### src/rtl/mult_sequencer_pkg.sv
// Shared multiplier definitions: command codes, read-function codes and the
// sequencer FSM encoding. Used by the multiplier, ALU and mult_sequencer.
package mult_defs;

  localparam logic [5:0] MULTU_CODE = 6'd25;
  localparam logic [5:0] OUT_CODE   = 6'd63;
  localparam logic [5:0] IDLE_CODE  = 6'd0;

  localparam logic [5:0] MFHI_FN = 6'd16;
  localparam logic [5:0] MFLO_FN = 6'd18;

  typedef enum logic [2:0] {
    IDLE = 3'd0,
    LOAD = 3'd1,
    ITER = 3'd2,
    OUT  = 3'd3,
    CAPT = 3'd4
  } state_t;

endpackage

### src/rtl/mult_sequencer_if.sv
// Sequencer <-> shift-add multiplier bus. The sequencer is master (drives the
// command, load and operands); the multiplier is slave (returns the product).
interface mult_sequencer_if #(
  parameter int WIDTH = 32
);
  logic               mul_load;
  logic [WIDTH-1:0]   mul_a;
  logic [WIDTH-1:0]   mul_b;
  logic [5:0]         mul_signal;
  logic [2*WIDTH-1:0] mul_result;

  modport master (
    output mul_load, mul_a, mul_b, mul_signal,
    input  mul_result
  );

  modport slave (
    input  mul_load, mul_a, mul_b, mul_signal,
    output mul_result
  );
endinterface

### src/rtl/mult_sequencer_hilo.sv
// HI/LO product register with synchronous clear, write enable and the
// MFHI/MFLO read mux (combinational, no bypass of a same-cycle write).
module hilo_reg
  import mult_defs::*;
#(
  parameter int WIDTH = 32
) (
  input  logic               clk,
  input  logic               clr,
  input  logic               we,
  input  logic [2*WIDTH-1:0] wdata,
  input  logic [5:0]         rd_fn,
  output logic [WIDTH-1:0]   rd_data,
  output logic [WIDTH-1:0]   hi,
  output logic [WIDTH-1:0]   lo
);

  always_ff @(posedge clk) begin
    if (clr) begin
      hi <= '0;
      lo <= '0;
    end else if (we) begin
      hi <= wdata[2*WIDTH-1:WIDTH];
      lo <= wdata[WIDTH-1:0];
    end
  end

  always_comb begin
    rd_data = '0;
    if (rd_fn == MFHI_FN)      rd_data = hi;
    else if (rd_fn == MFLO_FN) rd_data = lo;
  end

endmodule

### src/rtl/mult_sequencer.sv
// Multiplier control stage: latches operands, sequences LOAD / WIDTH x MULTU /
// OUT, captures the product into HI/LO. Optional MULT_SIGNED_EN adds signed MULT.
module mult_sequencer
  import mult_defs::*;
#(
  parameter int         WIDTH      = 32,
  parameter logic [5:0] MULTU_CODE = mult_defs::MULTU_CODE,
  parameter logic [5:0] OUT_CODE   = mult_defs::OUT_CODE,
  parameter logic [5:0] IDLE_CODE  = mult_defs::IDLE_CODE
) (
  input  logic             clk,
  input  logic             reset,
  input  logic             start,
  input  logic [WIDTH-1:0] src_a,
  input  logic [WIDTH-1:0] src_b,
`ifdef MULT_SIGNED_EN
  input  logic             op_signed,
`endif
  output logic             ready,
  output logic             done,
  mult_sequencer_if.master mul,
  input  logic [5:0]       rd_fn,
  output logic [WIDTH-1:0] rd_data,
  output logic [WIDTH-1:0] hi,
  output logic [WIDTH-1:0] lo
);

  localparam int CW = (WIDTH > 1) ? $clog2(WIDTH) : 1;
  localparam logic [CW-1:0] LAST = CW'(WIDTH - 1);

  state_t               state, state_nx;
  logic [CW-1:0]        cnt;
  logic [WIDTH-1:0]     op_a, op_b;
  logic                 neg;
  logic                 accept;
  logic                 load_o;
  logic [5:0]           sig_o;
  logic [2*WIDTH-1:0]   wdata;

  assign accept = start && (state == IDLE);

`ifdef MULT_SIGNED_EN
  function automatic logic [WIDTH-1:0] mag(input logic [WIDTH-1:0] v);
    return v[WIDTH-1] ? (~v + 1'b1) : v;
  endfunction
`endif

  always_ff @(posedge clk) begin
    if (reset) state <= IDLE;
    else       state <= state_nx;
  end

  always_comb begin
    state_nx = state;
    unique case (state)
      IDLE:    if (start) state_nx = LOAD;
      LOAD:    state_nx = ITER;
      ITER:    if (cnt == LAST) state_nx = OUT;
      OUT:     state_nx = CAPT;
      CAPT:    state_nx = IDLE;
      default: state_nx = IDLE;
    endcase
  end

  always_comb begin
    ready  = 1'b0;
    done   = 1'b0;
    load_o = 1'b0;
    sig_o  = IDLE_CODE;
    unique case (state)
      IDLE:    ready  = 1'b1;
      LOAD:    load_o = 1'b1;
      ITER:    sig_o  = MULTU_CODE;
      OUT:     sig_o  = OUT_CODE;
      CAPT:    done   = 1'b1;
      default: ;
    endcase
  end

  // Operands and sign are captured only on acceptance so later src changes are inert.
  always_ff @(posedge clk) begin
    if (reset) begin
      cnt  <= '0;
      op_a <= '0;
      op_b <= '0;
      neg  <= 1'b0;
    end else begin
      if (accept) begin
`ifdef MULT_SIGNED_EN
        op_a <= op_signed ? mag(src_a) : src_a;
        op_b <= op_signed ? mag(src_b) : src_b;
        neg  <= op_signed & (src_a[WIDTH-1] ^ src_b[WIDTH-1]);
`else
        op_a <= src_a;
        op_b <= src_b;
        neg  <= 1'b0;
`endif
      end
      if (state == ITER) cnt <= (cnt == LAST) ? '0 : cnt + CW'(1);
    end
  end

  assign mul.mul_load   = load_o;
  assign mul.mul_signal = sig_o;
  assign mul.mul_a      = op_a;
  assign mul.mul_b      = op_b;

  assign wdata = neg ? (~mul.mul_result + 1'b1) : mul.mul_result;

  hilo_reg #(.WIDTH(WIDTH)) u_hilo (
    .clk     (clk),
    .clr     (reset),
    .we      (state == CAPT),
    .wdata   (wdata),
    .rd_fn   (rd_fn),
    .rd_data (rd_data),
    .hi      (hi),
    .lo      (lo)
  );

endmodule

### src/flat_wrapper.sv
// flat-port wrapper written by rule: the top's interface ports become plain ports
module mult_sequencer_flat import mult_defs::*;
#(
  parameter int         WIDTH      = 32,
  parameter logic [5:0] MULTU_CODE = mult_defs::MULTU_CODE,
  parameter logic [5:0] OUT_CODE   = mult_defs::OUT_CODE,
  parameter logic [5:0] IDLE_CODE  = mult_defs::IDLE_CODE
)
  (clk, reset, start, src_a, src_b, ready, done, rd_fn, rd_data, hi, lo, mul_mul_load, mul_mul_a, mul_mul_b, mul_mul_signal, mul_mul_result);
  mult_sequencer_if #(.WIDTH(WIDTH)) mul_i ();
  input  logic clk;
  input  logic reset;
  input  logic start;
  input  logic [WIDTH-1:0] src_a;
  input  logic [WIDTH-1:0] src_b;
  output logic ready;
  output logic done;
  input  logic [5:0] rd_fn;
  output logic [WIDTH-1:0] rd_data;
  output logic [WIDTH-1:0] hi;
  output logic [WIDTH-1:0] lo;
  output wire logic [$bits(mul_i.mul_load)-1:0] mul_mul_load;
  output wire logic [$bits(mul_i.mul_a)-1:0] mul_mul_a;
  output wire logic [$bits(mul_i.mul_b)-1:0] mul_mul_b;
  output wire logic [$bits(mul_i.mul_signal)-1:0] mul_mul_signal;
  input wire logic [$bits(mul_i.mul_result)-1:0] mul_mul_result;
  assign mul_mul_load = mul_i.mul_load;
  assign mul_mul_a = mul_i.mul_a;
  assign mul_mul_b = mul_i.mul_b;
  assign mul_mul_signal = mul_i.mul_signal;
  assign mul_i.mul_result = mul_mul_result;
  mult_sequencer #(.WIDTH(WIDTH), .MULTU_CODE(MULTU_CODE), .OUT_CODE(OUT_CODE), .IDLE_CODE(IDLE_CODE)) u_core (.clk(clk), .reset(reset), .start(start), .src_a(src_a), .src_b(src_b), .ready(ready), .done(done), .mul(mul_i), .rd_fn(rd_fn), .rd_data(rd_data), .hi(hi), .lo(lo));
endmodule
### config.mk
export PLATFORM = sky130hd
export DESIGN_NAME = mult_sequencer_flat
export DESIGN_NICKNAME = d
export VERILOG_FILES = /design/src/rtl/mult_sequencer_pkg.sv /design/src/rtl/mult_sequencer_if.sv /design/src/rtl/mult_sequencer_hilo.sv /design/src/rtl/mult_sequencer.sv /design/src/flat_wrapper.sv
export SDC_FILE = /design/constraint.sdc
export NUM_CORES = 1
export LEC_CHECK = 0
export BUFFER_PORTS_ARGS = -buffer_cell sky130_fd_sc_hd__buf_2
export CORE_AREA = 2 2 119 121
export CTS_BUF_LIST = sky130_fd_sc_hd__clkbuf_8
export CTS_CLUSTER_DIAMETER = 50
export DETAILED_ROUTE_END_ITERATION = 8
export DIE_AREA = 0 0 121 123
export GPL_ROUTABILITY_DRIVEN = 0
export PLACE_DENSITY = 0.82
export SETUP_SLACK_MARGIN = 0.2
export SYNTH_ARGS = -nofsm -noshare
export SYNTH_HDL_FRONTEND = slang
export SYNTH_SLANG_ARGS = --single-unit
### constraint.sdc
create_clock -name clk -period 1.7 [get_ports clk]
set_input_delay 0.085 -clock clk [delete_from_list [all_inputs] [get_ports clk]]
set_output_delay 0.085 -clock clk [all_outputs]
set_load 0.1 [all_outputs]
==> flow_metrics.tcl, run 1 <==
set metrics [dict create \
    outcome "finished, violations left" \
    violations "setup timing" \
    n_fill_cell 652 \
    tightestPinTransition_ps 537.9 \
    maxCapViolations 0 \
    design.portCount 306 \
    synth.avg_cell_area_um2 7.947 \
    grt-busiest-layer "met2" \
    fp-row-count 43 \
    grtUsageTotal_pct 31.63 \
    clkTransAtPathRegs_ps 100 \
    synth-seq-cells 136 \
    cts_buffer_depth 2 \
    global_route.usage.met3_pct 9.363 \
    cells_traversed_along_the_worst_timing_path "buf_6 -> buf_6 -> nor4b_4 -> buf_6 -> buf_6 -> buf_16 -> nand2_4 -> a21oi_2" \
    global_route.usage.met1_pct 34.63 \
    post-route-drc-count 0 \
    slew_headroom_pct 64.39 \
    power.switching_fraction_pct 39.46 \
    cts.sinks 136 \
    design.final.nets 1253 \
    layout_common_cells "262 x buf_2, 180 x nand2_1, 128 x dlygate4sd3_1, 119 x dfxtp_1, 73 x a21oi_2" \
    dp.final_hpwl_um 11950 \
    p_clk_share_pct 29.2 \
    cp_startpoint_kind "flop" \
    final.setup.worst_slack_ps -60.04 \
    yosysWarnings 0 \
    placement.cell_area_um2 7749 \
    final_core_utilization_pct 82.17 \
    grt_overflow 0 \
    synth.net_count 788 \
    vdd_drop_max_mv 0.7633 \
    timing.critical_path.slowest_cell_delay_ps 380 \
    sequential_cell_area_um2 2751 \
    clock-skew-final_ps 20.26 \
    final-hold-violation-count 0 \
    power.share.sequential_pct 38.4 \
    ant_nets 0 \
    post_route_cells_drive_above_1_share_pct 55.37 \
    hp-class "in2reg" \
    combPwrFrac_pct 32.4 \
    antenna_violations_before_repair 0 \
    route.vias.total 7322 \
    ys_dominant_reg_cell "dfxtp_1" \
    pin_count_of_the_biggest_net_entering_global_routing 56 \
    crit_buf_inv 5 \
    synth_top_cell_by_area "dfxtp_1" \
    power.density_cell_area_nw_per_um2 799.3 \
    rsz_0062_raised_after_global_routing "true" \
    route.detailed.wl_per_inst_um 22.53 \
    cts-root-buf "clkbuf_8" \
    grt_pass1_vias 6888 \
    worst-setup-path-type "reg2reg" \
    initial_drt_markers 733 \
    tritoncts "done" \
    clkLatencyLatePin_ps 450 \
    synth_top_cell_area_share_pct 52.79 \
    period_utilization_pct 103.5 \
    yosysUniqueCellTypes 29 \
    worst_ep_arrival_time_ps 2130 \
    endpoint_kind "flop" \
    initial_utilization_pct 37.89 \
    place.detailed.instances 1096 \
    smallest_hold_slack_ps 89.24 \
    floorplan.die.width_um 121 \
    setup-tns-final_ps -792.1 \
    cell_with_the_largest_stage_delay_on_the_worst_path "nor4b_4" \
    p_leak_nw 5.136 \
    ctsHtreeMaxLevel 4 \
    power.net_switching_mw 3.528 \
    first_pass_iters 7 \
    layout.cells.non_filler 1309 \
    clock.fmax_ghz 0.5682 \
    multi_input_comb_area_um2 3264 \
    report.final.slew_viol_count 0 \
    final_area_um2 11180 \
    critPathMostFrequentCell "buf_6" \
    critPathMaxFanout 7 \
    r2r_setup_slack_ps -60 \
    synth.yosys.seq_area_share_pct 52.79 \
    post_synth_main_area_contributors "dfxtp_1 53%, nand2_1 19%, a21oi_1 13%" \
    placeableCoreArea_um2 13610 \
    setup_viol 36 \
    synth_edf_count 0 \
    path_delay_family "buffers and inverters" \
    global_route_wire_length_before_repair_um 36510 \
    io_buffer_count 305 \
    area_growth_syn_to_layout_pct 116.9 \
    layout_min_cycle_time_ps 1760 \
    die_h_um 123 \
    worst-endpoint-required_ps 2070 \
    mappedNetlistArea_um2 5157 \
    die-area_um2 14880 \
    synth_async_sr_flop_share_pct 0 \
    p_int_mw 5.412 \
    cts-buffers-inserted 17 \
    synth_cells 649 \
    grtUsageMet2_pct 56.04 \
    route.final.wire_length_um 29490 \
    layout_commonest_cell "buf_2" \
    route.detailed.vias_per_inst 5.594 \
]
## state kept, by name, summed over array words and instances (netlist names)
register,cells
u_core.u_hilo.lo,32
u_core.cnt,5
u_core.mul.mul_b,32
u_core.mul.mul_a,32
u_core.state,3
u_core.u_hilo.hi,32
## cells by family (layout without fill, tap and decap cells)
family | after synthesis | after routing | share of synthesized area [%]
buffers and inverters | 59 | 537 | 5.774
other | 0 | 2 | 0
flip-flops | 136 | 136 | 52.79
AO/OA/AOI/OAI | 169 | 169 | 18.75
AND/OR/NAND/NOR | 282 | 282 | 22.03
XOR/XNOR | 1 | 1 | 0.1699
adder cells (fa/ha/maj) | 2 | 2 | 0.4851
## worst register-to-register path: stages, from the launching register on
cell and delay [ps]:
dfxtp_4 370, buf_6 120, buf_6 120, nor4b_4 380
buf_6 200, buf_6 120, buf_16 150, nand2_4 60
a21oi_2 180
## layer usage
layer / part of all wire, % / vias up
li1: - / 3094
met1: 33 / 3438
met2: 50 / 626
met3: 10 / 164
met4: 6.2 / 0
met5: 0 / -
## power by group through the flow
| stage | Combinational, mW | Clock, mW | Sequential, mW |
|---|---|---|---|
| 2_1_floorplan | 0.490 | 0 | 4.35 |
| 3_3_place_gp | 1.76 | 0 | 3.46 |
| 3_5_place_dp | 1.77 | 0 | 3.46 |
| 4_1_cts | 2.42 | 2.60 | 3.40 |
| 5_1_grt | 2.95 | 2.77 | 3.44 |
| 6_report | 2.89 | 2.61 | 3.43 |
## cell usage after synthesis (all sizes together), types with 2 or more instances
| cell type | instances |
|---|---|
| a21oi | 134 |
| a22o | 32 |
| buf | 36 |
| clkbuf | 22 |
| dfxtp | 136 |
| ha | 2 |
| nand2 | 259 |
| nand3 | 4 |
| nor2 | 2 |
| nor3 | 3 |
| nor3b | 2 |
| o21ai | 2 |
| or3b | 2 |
| or4b | 3 |
## timing repair
action                                  4_1_cts  5_1_grt
hold buffers                                128        0
endpoints found under the hold margin       128        0
cloned                                       16        4
pin swaps                                    28       87
gates resized for setup                      82      213
endpoints found under the setup margin      173      173
buffers inserted                             22        9
## stage by stage
step | setup WS (ps) | total power, mW
6_report | -60.04 | 8.940
5_1_grt | -118.9 | 9.164
4_1_cts | 8.119 | 8.416
3_5_place_dp | 4.351 | 5.238
3_3_place_gp | 35.97 | 5.221
2_1_floorplan | -52.33 | 4.839
## cell type report
cell class | count | share of cell area [%]
repair buffers | 504 | 40.75
clock inverters | 14 | 1.130
clock buffers | 18 | 2.215
flip-flops and latches | 136 | 24.60
inverters | 1 | 0.05593
multi-input cells | 454 | 29.19
well taps | 180 | 2.014
diodes | 2 | 0.04475
## final timing paths
check | start | depth (start not counted) | to
worst max register to register | u_core.state[0] | 8 | u_core.mul.mul_a[8]
worst min-delay path | reset | 2 | u_core.mul.mul_b[7]
worst min register to register | u_core.mul.mul_a[11] | 2 | u_core.mul.mul_a[11]
worst max-delay path | u_core.state[0] | 8 | u_core.mul.mul_a[8]
Power figures use the tool's default switching activity.
==> run 2, diff against run 1 <==
--- a/config.mk
+++ b/config.mk
@@ -7,9 +7,9 @@
 export LEC_CHECK = 0
 export BUFFER_PORTS_ARGS = -buffer_cell sky130_fd_sc_hd__buf_2
-export CORE_AREA = 2 2 119 121
+export CORE_AREA = 2 2 117 119
 export CTS_BUF_LIST = sky130_fd_sc_hd__clkbuf_8
 export CTS_CLUSTER_DIAMETER = 50
 export DETAILED_ROUTE_END_ITERATION = 8
-export DIE_AREA = 0 0 121 123
+export DIE_AREA = 0 0 119 121
 export GPL_ROUTABILITY_DRIVEN = 0
 export PLACE_DENSITY = 0.82
==> constraint.sdc (replaced) <==
create_clock -name clk -period 2 [get_ports clk]
set_input_delay 0.4 -clock clk [delete_from_list [all_inputs] [get_ports clk]]
set_output_delay 0.4 -clock clk [all_outputs]
set_load 0.1 [all_outputs]
==> flow_metrics.tcl, run 2 (synthesis results as in run 1) <==
set metrics [dict create \
    power.switching_fraction_pct 34.83 \
    floorplan.die.width_um 119 \
    critPathMaxFanout 8 \
    min_delay_worst_endpoint "u_core.mul.mul_b[11]" \
    cts-buffers-inserted 17 \
    r2r-end "u_core.cnt[3]" \
    reg2regPathDepth 5 \
    initial_utilization_pct 39.41 \
    final.setup.worst_slack_ps -367.6 \
    tightestPinTransition_ps 522.5 \
    whs_path_depth 3 \
    power.share.sequential_pct 43.3 \
    slew_headroom_pct 65.41 \
    maxCapViolations 0 \
    global_route_wire_length_before_repair_um 27050 \
    tritoncts "done" \
    first_pass_iters 5 \
    p_int_mw 4.338 \
    worst-endpoint-required_ps 1600 \
    grt_pass1_vias 5469 \
    sequential_cell_area_um2 2729 \
    area_growth_syn_to_layout_pct 61.43 \
    endpoint_kind "output pin" \
    final_area_um2 8325 \
    cell_with_the_largest_stage_delay_on_the_worst_path "or4b_4" \
    power.net_switching_mw 2.319 \
    post_route_cells_drive_above_1_share_pct 43.02 \
    placement.cell_area_um2 7677 \
    die_h_um 121 \
    final-hold-violation-count 0 \
    cp_startpoint_kind "primary input" \
    grt_overflow 0 \
    cts_hold_repair.buffers 0 \
    post-route-drc-count 0 \
    clkLatencyLatePin_ps 420 \
    crit-reg2reg-launch "u_core.state[2]" \
    clock.fmax_ghz 0.4224 \
    p_clk_share_pct 33.0 \
    ant_nets 0 \
    power.density_cell_area_nw_per_um2 799.6 \
    timing.critical_path.slowest_cell_delay_ps 580 \
    antenna_violations_before_repair 0 \
    place.detailed.instances 1087 \
    cells_traversed_along_the_worst_timing_path "buf_6 -> or4b_4 -> nor3b_4 -> buf_6 -> buf_12 -> a22o_4 -> buf_12" \
    clkTransAtPathRegs_ps 80 \
    vdd_drop_max_mv 0.7021 \
    violations "setup timing" \
    setup_viol 32 \
    fp-row-count 42 \
    route.detailed.vias_per_inst 4.956 \
    dp.final_hpwl_um 12280 \
    combPwrFrac_pct 23.6 \
    cts-root-buf "clkbuf_8" \
    placeableCoreArea_um2 13090 \
    cts_buffer_depth 2 \
    route.detailed.wl_per_inst_um 15.65 \
    n_fill_cell 1069 \
    io_buffer_count 305 \
    p_leak_nw 3.866 \
    post_place_setup_slack_ps -365.8 \
    rsz_0062_raised_after_global_routing "true" \
    clock-skew-final_ps 8.419 \
    layout_min_cycle_time_ps 2368 \
    report.final.slew_viol_count 0 \
    outcome "finished, violations left" \
    grtUsageTotal_pct 23.72 \
    layout_commonest_cell "buf_2" \
    route.vias.total 5595 \
    worst-setup-path-type "in2out" \
    design.final.nets 1079 \
    initial_drt_markers 395 \
    layout.cells.non_filler 1129 \
    period_utilization_pct 118.4 \
    num_antenna_cells 0 \
    route.final.wire_length_um 17670 \
    layout_common_cells "262 x buf_2, 259 x nand2_1, 134 x a21oi_1, 133 x dfxtp_1, 47 x buf_12" \
    worst_ep_arrival_time_ps 1970 \
    die-area_um2 14400 \
    r2r_setup_slack_ps 290 \
    pin_count_of_the_biggest_net_entering_global_routing 65 \
    design.portCount 306 \
    multi_input_comb_area_um2 2484 \
    hp-class "in2reg" \
    cts.sinks 136 \
    ctsHtreeMaxLevel 4 \
    worst_hold_startpoint "src_b[11]" \
]
## run 2: what timing repair did
item,4_1_cts,5_1_grt
setup buffers,5,2
endpoints found under the setup margin,41,51
pin swaps,4,2
resized for setup,30,8
gates cloned,2,1
## run 2: critical path, delay by kind of cell
kind / cells / cell delay, ps
AO/OA/AOI/OAI: 1 / 140
buffers and inverters: 4 / 620
AND/OR/NAND/NOR: 2 / 790
## run 2: final cells by class
| class | instances | share of cell area, % |
|---|---|---|
| Clock buffer | 19 | 3.141 |
| Clock inverter | 13 | 1.548 |
| Inverter | 1 | 0.1052 |
| Multi-Input combinational cell | 454 | 29.83 |
| Sequential cell | 136 | 32.78 |
| Tap cell | 176 | 2.645 |
| Timing Repair Buffer | 330 | 29.95 |
## run 2: worst max-delay path by stage
stage	from	to	slack, ps
floorplan	rd_fn[5]	rd_data[10]	-210
global placement	rd_fn[5]	rd_data[7]	-330
detailed placement	rd_fn[5]	rd_data[3]	-370
CTS	rd_fn[5]	rd_data[23]	-340
global route	rd_fn[5]	rd_data[1]	-390
finish	rd_fn[5]	rd_data[1]	-370
## run 2: per-stage QoR
step	TNS, ps	hold WS, ps	total power, mW	utilization, %
after floorplan	-6515	440.6	4.106	-
after global placement	-10260	438.0	4.432	58.67
after detailed placement	-11110	443.0	4.448	58.67
after CTS	-10380	176.6	6.675	63.07
after global routing	-12030	173.2	6.909	63.63
final	-11280	204.3	6.657	63.63
## run 2: routing by layer
metal	routed length [um]	track usage, %	part of all wire (%)
met1	6657	25.47	38
met2	9048	42.17	51
met3	1570	8.177	8.9
met4	393	10.49	2.2
met5	0	0	0
## run 2: power groups by stage
stage	combinational, mW	sequential [mW]	clock (mW)
final	1.57	2.88	2.20
after global routing	1.64	2.90	2.37
after detailed placement	1.50	2.94	0
after global placement	1.49	2.94	0
after floorplan	0.411	3.70	0
after CTS	1.55	2.88	2.24
